`config.mk`:
```
export PLATFORM = sky130hd
export DESIGN_NAME = uart_frame_loader
export DESIGN_NICKNAME = d
export VERILOG_FILES = /design/src/rtl/uart_frame_loader_pkg.sv /design/src/rtl/frame_timeout_ctr.sv /design/src/rtl/uart_frame_loader.sv
export SDC_FILE = /design/constraint.sdc
export NUM_CORES = 1
export LEC_CHECK = 0
export ABC_AREA = 1
export BUFFER_PORTS_ARGS = -buffer_cell sky130_fd_sc_hd__buf_2
export CAP_MARGIN = 30
export CORE_MARGIN = 8
export CORE_UTILIZATION = 55
export DETAILED_ROUTE_END_ITERATION = 7
export PLACE_DENSITY_LB_ADDON = 0.1
export SLEW_MARGIN = 20
export SYNTH_ARGS = -nofsm -noshare
export SYNTH_HDL_FRONTEND = slang
export SYNTH_HIERARCHICAL = 1
export SYNTH_SLANG_ARGS = --single-unit
```
`constraint.sdc`:
```
create_clock -name CLK -period 5 [get_ports CLK]
set_clock_uncertainty 0.2 [all_clocks]
set_input_delay 0.25 -clock CLK [delete_from_list [all_inputs] [get_ports CLK]]
set_output_delay 0.25 -clock CLK [all_outputs]
set_load 0.005 [all_outputs]
```
`src/rtl/uart_frame_loader_pkg.sv`:
```
// Shared types and defaults for the UART frame loader: FSM states, error codes,
// frame constants and frame-length helpers.
package uart_frame_loader_pkg;

    localparam int unsigned BYTE_W           = 8;
    localparam int unsigned TMO_W            = 24;
    localparam int unsigned N_DEFAULT        = 2;
    localparam logic [BYTE_W-1:0] SYNC_DEFAULT     = 8'hA5;
    localparam logic [BYTE_W-1:0] CMD_LOAD_DEFAULT = 8'h01;
    localparam logic [TMO_W-1:0]  TIMEOUT_DEFAULT  = 24'd1_000_000;

    typedef enum logic [2:0] {
        ST_IDLE      = 3'd0,
        ST_CMD       = 3'd1,
        ST_PAYLOAD   = 3'd2,
        ST_CHECK     = 3'd3,
        ST_LOAD      = 3'd4,
        ST_WAIT_DONE = 3'd5
    } state_t;

    typedef enum logic [1:0] {
        ERR_NONE    = 2'd0,
        ERR_BAD_CMD = 2'd1,
        ERR_BAD_CHK = 2'd2,
        ERR_TIMEOUT = 2'd3
    } err_t;

    // Elements per operand array.
    function automatic int unsigned elem_count(input int unsigned n);
        return n * n;
    endfunction

    // Payload bytes per frame: A array followed by B array.
    function automatic int unsigned payload_len(input int unsigned n);
        return 2 * n * n;
    endfunction

endpackage

```
`src/rtl/frame_timeout_ctr.sv`:
```
// Inter-byte silence counter: counts enabled cycles since the last clear and
// flags when the configured limit has been reached.
module frame_timeout_ctr
    import uart_frame_loader_pkg::*;
(
    input  logic             clk,
    input  logic             rst_n,
    input  logic             clr,
    input  logic             en,
    input  logic [TMO_W-1:0] limit,
    output logic             expired_c
);

    localparam int unsigned CW = TMO_W + 1;

    logic [TMO_W-1:0] count_q;

    // Widened compare so a limit near the counter maximum cannot wrap.
    assign expired_c = en && ((CW'(count_q) + CW'(1)) >= CW'(limit));

    always_ff @(posedge clk) begin
        if (!rst_n) begin
            count_q <= '0;
        end else if (clr || !en) begin
            count_q <= '0;
        end else if (!expired_c) begin
            count_q <= count_q + TMO_W'(1);
        end
    end

endmodule

```
`src/rtl/uart_frame_loader.sv`:
```
// Parses framed UART bytes into the A/B operand arrays of the matrix multiplier,
// verifies the XOR checksum, launches the multiply and waits for completion.
module uart_frame_loader
    import uart_frame_loader_pkg::*;
#(
    parameter int unsigned        N        = N_DEFAULT,
    parameter logic [BYTE_W-1:0]  SYNC     = SYNC_DEFAULT,
    parameter logic [BYTE_W-1:0]  CMD_LOAD = CMD_LOAD_DEFAULT,
    parameter logic [TMO_W-1:0]   TIMEOUT  = TIMEOUT_DEFAULT,
    localparam int unsigned       AW       = $clog2(N * N)
) (
    input  logic              CLK,
    input  logic              RESET,
    input  logic              rx_valid,
    input  logic [BYTE_W-1:0] rx_data,
    input  logic              rx_error,
    input  logic              mult_done,
    output logic              wr_en,
    output logic              wr_sel,
    output logic [AW-1:0]     wr_addr,
    output logic [BYTE_W-1:0] wr_data,
    output logic              load_arr,
    output logic              busy,
    output logic              frame_error,
    output logic [1:0]        err_code
);

    localparam int unsigned ELEMS = elem_count(N);
    localparam int unsigned PLEN  = payload_len(N);
    localparam int unsigned IW    = $clog2(PLEN);

    state_t            state_q, state_d;
    logic [BYTE_W-1:0] chk_q, chk_d;
    logic [IW-1:0]     idx_q, idx_d;
    err_t              err_q, err_d;

    logic              wr_en_d, wr_sel_d, load_d, busy_d, frame_error_d;
    logic [AW-1:0]     wr_addr_d;
    logic [BYTE_W-1:0] wr_data_d;

    logic              byte_ok;
    logic              in_frame;
    logic              tmo_expired_c;
    logic              abort;
    err_t              abort_code;
    logic              idx_in_b;
    logic [AW-1:0]     elem_addr;

    assign byte_ok  = rx_valid && !rx_error;
    assign in_frame = (state_q == ST_CMD) || (state_q == ST_PAYLOAD) || (state_q == ST_CHECK);
    assign idx_in_b = (idx_q >= IW'(ELEMS));
    assign elem_addr = idx_in_b ? AW'(idx_q - IW'(ELEMS)) : AW'(idx_q);
    assign err_code = err_q;

    frame_timeout_ctr u_timeout (
        .clk       (CLK),
        .rst_n     (RESET),
        .clr       (rx_valid || rx_error),
        .en        (in_frame),
        .limit     (TIMEOUT),
        .expired_c (tmo_expired_c)
    );

    // Next-state, checksum, payload index and registered-output decode.
    always_comb begin
        state_d       = state_q;
        chk_d         = chk_q;
        idx_d         = idx_q;
        err_d         = err_q;
        wr_en_d       = 1'b0;
        wr_sel_d      = 1'b0;
        wr_addr_d     = '0;
        wr_data_d     = '0;
        load_d        = 1'b0;
        frame_error_d = 1'b0;
        abort         = 1'b0;
        abort_code    = ERR_NONE;

        unique case (state_q)
            ST_IDLE: begin
                if (byte_ok && (rx_data == SYNC)) begin
                    state_d = ST_CMD;
                    err_d   = ERR_NONE;
                    chk_d   = '0;
                    idx_d   = '0;
                end
            end

            ST_CMD, ST_PAYLOAD, ST_CHECK: begin
                // A byte arriving in the expiry cycle still counts as on time.
                if (rx_error || (!rx_valid && tmo_expired_c)) begin
                    abort      = 1'b1;
                    abort_code = ERR_TIMEOUT;
                end else if (rx_valid) begin
                    if (state_q == ST_CMD) begin
                        if (rx_data == CMD_LOAD) begin
                            state_d = ST_PAYLOAD;
                            chk_d   = rx_data;
                            idx_d   = '0;
                        end else begin
                            abort      = 1'b1;
                            abort_code = ERR_BAD_CMD;
                        end
                    end else if (state_q == ST_PAYLOAD) begin
                        wr_en_d   = 1'b1;
                        wr_sel_d  = idx_in_b;
                        wr_addr_d = elem_addr;
                        wr_data_d = rx_data;
                        chk_d     = chk_q ^ rx_data;
                        if (idx_q == IW'(PLEN - 1)) begin
                            state_d = ST_CHECK;
                        end else begin
                            idx_d = idx_q + IW'(1);
                        end
                    end else begin
                        if (rx_data == chk_q) begin
                            state_d = ST_LOAD;
                            load_d  = 1'b1;
                        end else begin
                            abort      = 1'b1;
                            abort_code = ERR_BAD_CHK;
                        end
                    end
                end
            end

            ST_LOAD: begin
                state_d = ST_WAIT_DONE;
            end

            ST_WAIT_DONE: begin
                if (mult_done) begin
                    state_d = ST_IDLE;
                end
            end

            default: begin
                state_d = ST_IDLE;
            end
        endcase

        if (abort) begin
            state_d       = ST_IDLE;
            err_d         = abort_code;
            frame_error_d = 1'b1;
        end

        busy_d = (state_d != ST_IDLE);
    end

    always_ff @(posedge CLK) begin
        if (!RESET) begin
            state_q     <= ST_IDLE;
            chk_q       <= '0;
            idx_q       <= '0;
            err_q       <= ERR_NONE;
            wr_en       <= 1'b0;
            wr_sel      <= 1'b0;
            wr_addr     <= '0;
            wr_data     <= '0;
            load_arr    <= 1'b0;
            busy        <= 1'b0;
            frame_error <= 1'b0;
        end else begin
            state_q     <= state_d;
            chk_q       <= chk_d;
            idx_q       <= idx_d;
            err_q       <= err_d;
            wr_en       <= wr_en_d;
            wr_sel      <= wr_sel_d;
            wr_addr     <= wr_addr_d;
            wr_data     <= wr_data_d;
            load_arr    <= load_d;
            busy        <= busy_d;
            frame_error <= frame_error_d;
        end
    end

endmodule

```
* Word level (Yosys, flattened, before mapping)
Index checks and enable logic that the tools add are counted.
** Storage, ports and cells
- Register bits after elaboration :: 55
- Input bits :: 13
- Output and inout port bits :: 17
- Logic and storage cells :: 110
** Operators by class
- Add/subtract/negate cells :: 4
- Order comparisons :: 2
- Equal/unequal tests :: 15
- Mux-type cells :: 47
- Bitwise operators :: 5
- Reduce and logical (&&, ||, !) cells :: 25
** Operators with widths (count)
- $mux 3 :: 17
- $mux 8 :: 6
- $add 24x1->25 const B :: 1
- $ge 25x20->1 const B :: 1
- $add 24x1->24 const B :: 1
- $mux 2 :: 10
- $pmux 8 s2 :: 1
- $pmux 3 s4 :: 1
- $reduce_or 6->1 :: 2
- $mux 1 :: 11
- $eq 3x3->1 const B :: 3
- $ne 3x3->1 const B :: 3
- $eq 8x1->1 const B :: 1
- $eq 8x8->1 :: 1
- $eq 8x8->1 const B :: 1
- $xor 8x8->8 :: 1
- $reduce_and 7->1 :: 1
- $eq 3x2->1 const B :: 2
- $ne 2x2->1 const B :: 3
- $pmux 3 s2 :: 1
- $reduce_and 6->1 :: 1
- $reduce_bool 2->1 :: 3
- $logic_or 1x1->1 :: 5
- $reduce_or 5->1 :: 1
- other kinds (12) :: 20

* Longest topological paths before layout
Gate-level depths: netlist of the first run.
- Depth in word-level cells :: 10
- Gate-level depth with buffers :: 31
- Mapped depth without buffers :: 29

* Hierarchy
The synthesis of the first run kept the hierarchy.
** Modules (own cells, without submodules)
- frame_timeout_ctr :: times used 1, cells an instance 375, area an instance 2356.0 um2, sequential area each 480.5 um2
- uart_frame_loader :: times used 1, cells an instance 263, area an instance 1662.8 um2, sequential area each 620.6 um2

* Least setup slack after synthesis of the first run
No wires, ideal clock.
- Kind :: register to register
- From :: register u_timeout.count_q[0]
- To :: register chk_q[2]
- Library setup time :: 120 ps
- Data arrival time :: 3320 ps
- Data required time :: 4680 ps
- Slack :: 1360 ps
- Cell stages (with the launch flop) :: 29
- Buffers on the path :: 3
- Period minus slack after synthesis :: 3640 ps
- Cells stage by stage :: dfxtp_1 ha_1 nand2_1 nor2_4 nand2_4 nor2_4 nand2_1 nor3_1 xor2_1 ha_1 nand2_1 nor2_1 nand3_1 nor2_1 nand3_2 nand4_2 buf_6 buf_8 and2_1 nand2_1 nand2_1 inv_1 a21oi_2 nor2_4 nand2_2 buf_6 nand2_2 o21ai_1 nor2_1
** On the way
- Word-level cells in the longest chain between the ends :: 7
** RTL lines
- start, declared :: line frame_timeout_ctr.sv:16 : logic [TMO_W-1:0] count_q;
- start signal, assigned :: line frame_timeout_ctr.sv:27 : count_q <= count_q + TMO_W'(1);
- $add 24x1->25 :: line frame_timeout_ctr.sv:19 : assign expired_c = en && ((CW'(count_q) + CW'(1)) >= CW'(limit));
- $ge 25x20->1 :: line frame_timeout_ctr.sv:19
- $logic_and 1x1->1 :: line frame_timeout_ctr.sv:19
- named net tmo_expired_c :: line uart_frame_loader.sv:43 : logic tmo_expired_c;
- $logic_and 1x1->1 :: line uart_frame_loader.sv:91 : if (rx_error || (!rx_valid && tmo_expired_c)) begin
- $logic_or 1x1->1 :: line uart_frame_loader.sv:91
- $ne 2x2->1 (no line)
- $reduce_and 6->1 (no line)
- end signal, assigned :: line uart_frame_loader.sv:166 : chk_q <= chk_d;
- end, declared :: line uart_frame_loader.sv:33 : logic [BYTE_W-1:0] chk_q, chk_d;
The timed path passes the listed nets, and every way through them passes these cells.
A chain may end at the register's enable or synchronous reset.

* Worst setup path after layout of the first run
- From :: register u_timeout.count_q[0]
- To :: register chk_q[1]
Same word-level chain as after synthesis.

==> metrics.md, run 1 <==
| Metric | Value |
|---|---|
| Vias per cell | 4.885 |
| Synth Instances | 638 |
| Gr ovfl total | 0 |
| # IOs | 30 |
| Setup bufs post-CTS | 0 |
| Clock buffer depth | 2 |
| Final Net Count | 722 |
| Die area | 10300 um^2 |
| Final WL | 9.370 mm |
| Hold Crit Class | in -> reg |
| Post-DR wirelength/cell | 12.01 um |
| Clk sinks | 55 |
| CP Launch Type | flip-flop |
| Top_reg_cell synth | dfxtp_1 |
| Iter 0 DRT Violations | 154 |
| Area leader, netlist | dfxtp_1 |
| Synth top area share | 0.2740 |
| Pin count of the biggest net entering global routing | 49 |
| Total negative setup slack | 0 ns |
| Setup CP Type | reg -> reg |
| Commonest cells after routing, fill and taps aside | nand2_1 (150), inv_1 (100), nor2_1 (93), dfxtp_1 (55), nand3_1 (41) |
| Die width | 101.5 um |
| Setup Slack @ Placement | 1.166 ns |
| Area of the multi-input gates | 2481 um^2 |
| Port-buffer cells | 29 |
| P&R area growth vs syn | 9.589% |
| Initial antenna violation count | 0 |
| Final Power | 780.3 uW |
| Hpwl dp | 7.040 mm |
| Root buffer cell | clkbuf_8 |
| Fin worst setup slack | 1.119 ns |
| # DRC | 0 |
| Max Cap Violations | 0 |
| Fin crit share | 0.7763 |
| Cts repair resizes | 0 |
| Fin. max-slew vios | 0 |
| Most common cell after layout, fill and taps aside | nand2_1 |
| Register Area | 1101 um^2 |
| Pleak | 0.002018 uW |
| Filler instances | 692 |
| Layout cells sized above 1 | 0.1219 |
| Seq cells post-synth | 55 |
| Slew headroom | 0.6174 |
| Unrepaired setup endpoints after global routing | false |
| Final ANT Viol Nets | 0 |
| Status | complete, no violations |
| Die H | 101.5 um |
| Yosys warnings | 6 |
| Clock-pin slew on the worst setup and hold paths | 0.10 ns |
| Mapped cell area | 4019 um^2 |
| Async S/R FF share, synth | 0 |
| CP arrival | 3.89 ns |
| Crit path time final | 3.881 ns |
| Required @ worst endpoint | 5.01 ns |
| Initial core utilization | 0.5601 |
| Max Clk Rate | 257.6 MHz |
| Hold buffers post-CTS | 0 |
| Synth top area cells | dfxtp_1 (27%), nand2_1 (14%), inv_1 (9.3%), ha_1 (8.7%), nor2_1 (8.7%) |
| Power per cell area | 177.2 nW/um^2 |
| Register area share after synthesis | 0.2740 |
| Gp weighted congestion | 0.9301 |
| H-Tree Level Count | 2 |
| Final Setup Violations | 0 |
| First-pass GRT wire length | 16.39 mm |
| CTS tree | built |
| Total GRT Usage | 0.1943 |
| ANT cells | 0 |
| Num CTS Buffers | 5 |
| Via Count | 3810 |
| First-pass DRT Iterations | 4 |
| Tightest Pin Transition | 0.5731 ns |
| Core box area | 7176 um^2 |
| Number of synthesized flops with an enable pin | 0 |
| Setup crit end kind | flip-flop |
| Clk_lat worst skew | 0.31 ns |
| Fin. Hold Viols | 0 |
| # rows | 31 |
| Vias in the first global route | 3743 |
| Worst VDD drop | 0.0001261 V |
| Avg Inst Size Synth | 6.299 um^2 |
| Post-synth cell types | 35 |
| Crit Path Max Fanout | 11 |
==> kinds of logic after synthesis <==
group / Yosys count / share of synthesized area
compound gates: 73 / 0.1040
flops: 55 / 0.2740
buf+inv: 131 / 0.1304
xor+xnor: 21 / 0.04577
simple gates: 328 / 0.3568
fa+ha+maj: 28 / 0.08717
other cells: 2 / 0.001869
==> layer usage <==
metal  share of wire  GRT usage  vias to the layer above
met5               0          0                        -
met4           0.022    0.07331                        0
met3           0.035    0.03368                       15
met2            0.50     0.3517                       64
met1            0.45     0.2211                     1700
li1                -          -                     2031
==> metrics by stage <==
step | hold slack [ns] | utilization | cell area (um^2) | std cells
4_1_cts | 0.008984 | 0.6138 | 4404 | 780
3_5_place_dp | 0.2596 | 0.5990 | 4298 | 773
5_1_grt | 0.03313 | 0.6138 | 4404 | 780
2_1_floorplan | 0.1865 | - | 4101 | 660
6_report | 0.01805 | 0.6138 | 4404 | 780
3_3_place_gp | 0.2533 | 0.5990 | 4298 | 773
==> worst max-delay path: stages (launching register included) <==
cell and delay (ns):
dfxtp_1 0.45, ha_1 0.22, nand2_1 0.10, nor2_4 0.14, nand2_4 0.10, nor2_4 0.13
nand2_1 0.09, nor3_1 0.19, xor2_1 0.14, ha_1 0.34, nand2_1 0.06, nor2_1 0.14
nand3_1 0.11, nor2_1 0.14, nand3_2 0.09, nand4_2 0.10, and2_1 0.12, nand2_1 0.05
nand2_1 0.06, inv_1 0.07, a21oi_2 0.21, nor2_4 0.04, nand2_2 0.22, inv_2 0.11
nor2_1 0.11, nor2_1 0.05
==> Yosys cell counts, types with 3 or more instances <==
cell and instances:
nand2_2 4, o21ai_0 13, nor3_1 8, a21oi_1 36
nand2_1 150, nand4_1 9, ha_1 28, dfxtp_1 55
buf_2 5, buf_1 3, inv_1 100, inv_2 13
o21ai_1 9, nand3_1 41, nor2_2 6, nor2_1 93
clkbuf_1 7, nor2_4 4, a21oi_2 11, nand2_4 3
xor2_1 21
==> final timing paths <==
path / from / slack (ns) / cells after the start / endpoint
hold reg to reg: idx_q[2] / 0.26 / 2 / wr_sel
hold / removal: rx_data[1] / 0.02 / 3 / wr_data[1]
setup reg to reg: u_timeout/count_q[0] / 1.12 / 25 / chk_q[1]
setup / recovery: u_timeout/count_q[0] / 1.12 / 25 / chk_q[1]
==> registers in the layout, indices dropped and copies added (netlist names) <==
name,count
busy,1
state_q,3
wr_addr,2
chk_q,8
err_code,2
wr_en,1
u_timeout/count_q,24
wr_sel,1
idx_q,3
frame_error,1
wr_data,8
load_arr,1
==> power by group <==
part / leakage [uW] / switching [uW] / internal [uW]
logic: 0.00153 / 34.5 / 16.3
clock network: 0.0000502 / 145 / 147
registers: 0.000443 / 0.144 / 438
==> area by class of cell <==
cell class / count / area share
multi-input cells: 474 / 0.5634
clock buffers: 5 / 0.01563
flip-flops and latches: 55 / 0.2500
clock inverters: 2 / 0.008523
inverters: 113 / 0.09631
repair buffers: 32 / 0.03807
well taps: 99 / 0.02813
Power figures use the tool's default switching activity.
==> inputs of run 2 (changes only) <==
==> constraint.sdc (replaced) <==
create_clock -name CLK -period 3.92 [get_ports CLK]
set_clock_uncertainty 0.2 [all_clocks]
set_input_delay 0.196 -clock CLK [delete_from_list [all_inputs] [get_ports CLK]]
set_output_delay 0.196 -clock CLK [all_outputs]
set_load 0.005 [all_outputs]
==> metrics.md, run 2 (synthesized netlist as in run 1, its figures left out) <==
| Metric | Value |
|---|---|
| Register Area | 1101 um^2 (unchanged) |
| ANT cells | 0 (unchanged) |
| Via Count | 3915 (was 3810) |
| Die width | 101.5 um (unchanged) |
| Filler instances | 728 (was 692) |
| Power per cell area | 214.0 nW/um^2 (was 177.2 nW/um^2) |
| Post-DR wirelength/cell | 11.76 um (was 12.01 um) |
| # rows | 31 (unchanged) |
| Setup Slack @ Placement | 0.3072 ns (was 1.166 ns) |
| Final ANT Viol Nets | 0 (unchanged) |
| Core box area | 7176 um^2 (unchanged) |
| Layout cells sized above 1 | 0.1259 (was 0.1219) |
| Biggest register | u_timeout/count_q (unchanged) |
| Slew headroom | 0.5372 (was 0.6174) |
| Clk sinks | 55 (unchanged) |
| Num CTS Buffers | 5 (unchanged) |
| Final Setup Violations | 0 (unchanged) |
| Unrepaired setup endpoints after global routing | false (unchanged) |
| # IOs | 30 (unchanged) |
| Pin count of the biggest net entering global routing | 62 (was 49) |
| Status | complete, no violations (unchanged) |
| Setup crit end kind | flip-flop (unchanged) |
| Vias in the first global route | 3665 (was 3743) |
| Max Clk Rate | 281.9 MHz (was 257.6 MHz) |
| Setup bufs post-CTS | 0 (unchanged) |
| # DRC | 0 (unchanged) |
| Initial antenna violation count | 0 (unchanged) |
| Setup CP Type | reg -> reg (unchanged) |
| Iter 0 DRT Violations | 134 (was 154) |
| Die H | 101.5 um (unchanged) |
| Min-delay src | rx_data[3] (was rx_data[1]) |
| Fin. Hold Viols | 0 (unchanged) |
| Area after DPL | 4313 um^2 (was 4298 um^2) |
| Die area | 10300 um^2 (unchanged) |
| Root buffer cell | clkbuf_8 (unchanged) |
| Pleak | 0.002057 uW (was 0.002018 uW) |
| CP arrival | 3.56 ns (was 3.89 ns) |
| Final WL | 9.289 mm (was 9.370 mm) |
| Largest register FFs | 24 (unchanged) |
| Area of the multi-input gates | 2491 um^2 (was 2481 um^2) |
| Total negative setup slack | 0 ns (unchanged) |
| Worst VDD drop | 0.0001741 V (was 0.0001261 V) |
| Hold Crit Class | in -> reg (unchanged) |
| Reg-to-reg slack, setup | 0.37 ns (was 1.12 ns) |
| Gp weighted congestion | 0.9368 (was 0.9301) |
| Cell count of the worst reg-to-reg path | 25 (unchanged) |
| First-pass GRT wire length | 15.88 mm (was 16.39 mm) |
| Crit path time final | 3.547 ns (was 3.881 ns) |
| Hpwl dp | 6.975 mm (was 7.040 mm) |
| Clock buffer depth | 2 (unchanged) |
| Port-buffer cells | 29 (unchanged) |
| Hold WS | 0.03412 ns (was 0.01805 ns) |
| Final Net Count | 731 (was 722) |
| Regs by FF count | u_timeout/count_q: 24 flops, chk_q: 8 flops, wr_data: 8 flops (unchanged) |
| Tightest Pin Transition | 0.6942 ns (was 0.5731 ns) |
| R2r endpoint | idx_q[0] (was chk_q[1]) |
| Fin. max-slew vios | 0 (unchanged) |
| Vias per cell | 4.956 (was 4.885) |
| RR Startpoint | u_timeout/count_q[1] (was u_timeout/count_q[0]) |
| Max Cap Violations | 0 (unchanged) |
| Most common cell after layout, fill and taps aside | nand2_1 (unchanged) |
| First-pass DRT Iterations | 4 (unchanged) |
| Required @ worst endpoint | 3.93 ns (was 5.01 ns) |
| Hold worst-path end | wr_data[3] (was wr_data[1]) |
| Gr ovfl total | 0 (unchanged) |
| Fin crit share | 0.9049 (was 0.7763) |
| Fin worst setup slack | 0.3729 ns (was 1.119 ns) |
| Total GRT Usage | 0.1884 (was 0.1943) |
| Fin area | 4484 um^2 (was 4404 um^2) |
| P&R area growth vs syn | 11.58% (was 9.589%) |
| Crit Path Max Fanout | 5 (was 11) |
| Initial core utilization | 0.5601 (unchanged) |
| Commonest cells after routing, fill and taps aside | nand2_1 (150), inv_1 (100), nor2_1 (93), dfxtp_1 (55), nand3_1 (41) (unchanged) |
| Clk_lat worst skew | 0.31 ns (about the same) |
| Hold Path Depth | 3 (unchanged) |
| Clock-pin slew on the worst setup and hold paths | 0.10 ns (about the same) |
| CTS tree | built (unchanged) |
| CP Launch Type | flip-flop (unchanged) |
| H-Tree Level Count | 2 (unchanged) |
run 2: how the worst max path moves through the flow:
stage,from,end
global placement,u_timeout/count_q[1],chk_q[0]
global route,u_timeout/count_q[1],busy
finish,u_timeout/count_q[1],idx_q[0]
floorplan,u_timeout/count_q[0],chk_q[2]
detailed placement,u_timeout/count_q[1],chk_q[3]
CTS,u_timeout/count_q[1],chk_q[3]
run 2: area by class of cell:
class	instances	share of cell area
Multi-Input combinational cell	474	0.5555
Sequential cell	55	0.2455
Inverter	113	0.09459
Timing Repair Buffer	41	0.05636
Tap cell	99	0.02762
Clock buffer	5	0.01535
Clock inverter	3	0.005022
run 2: report_power, final:
part / switching [uW] / leakage (uW) / internal (uW) / total (uW)
clock network: 200 / 0.0000489 / 130 / 330
logic: 45.3 / 0.00157 / 25.4 / 70.7
registers: 0.171 / 0.000443 / 559 / 559
run 2: per-layer routing:
layer	global-route usage	routed length, um	vias to the layer above
met3	0.03436	478	19
met5	0	0	-
met2	0.3396	4621	91
li1	-	-	2062
met1	0.2147	3971	1743
met4	0.07102	218	0
run 2: critical path, cell delays in order (launching register included):
cell     delay [ns]
dfxtp_1        0.37
ha_1           0.19
nand2_1        0.09
nor2_4         0.15
nand2_4        0.10
nor2_4         0.12
nand2_1        0.09
nor3_2         0.13
xor2_1         0.12
ha_1           0.33
nand2_1        0.06
nor2_1         0.13
nand3_1        0.10
nor2_1         0.14
nand3_2        0.09
nand4_2        0.09
and2_1         0.12
nand2_1        0.05
nand2_1        0.06
inv_1          0.07
a21oi_2        0.21
nor2_1         0.07
nand2_1        0.14
inv_1          0.09
nor2_1         0.09
nor2_1         0.06
run 2: stage by stage:
stage	power [uW]	util	std cells
2_1_floorplan	615.1	-	660
3_3_place_gp	634.4	0.6010	775
3_5_place_dp	635.3	0.6010	775
4_1_cts	972.0	0.6235	790
5_1_grt	1007	0.6249	790
6_report	959.4	0.6249	790
run 2: repair_timing:
| action | 4_1_cts | 5_1_grt |
|---|---|---|
| resized for setup | 0 | 2 |
| hold endpoints to repair | 7 | 0 |
| hold buffers | 7 | 0 |
| setup endpoints to repair | 0 | 13 |
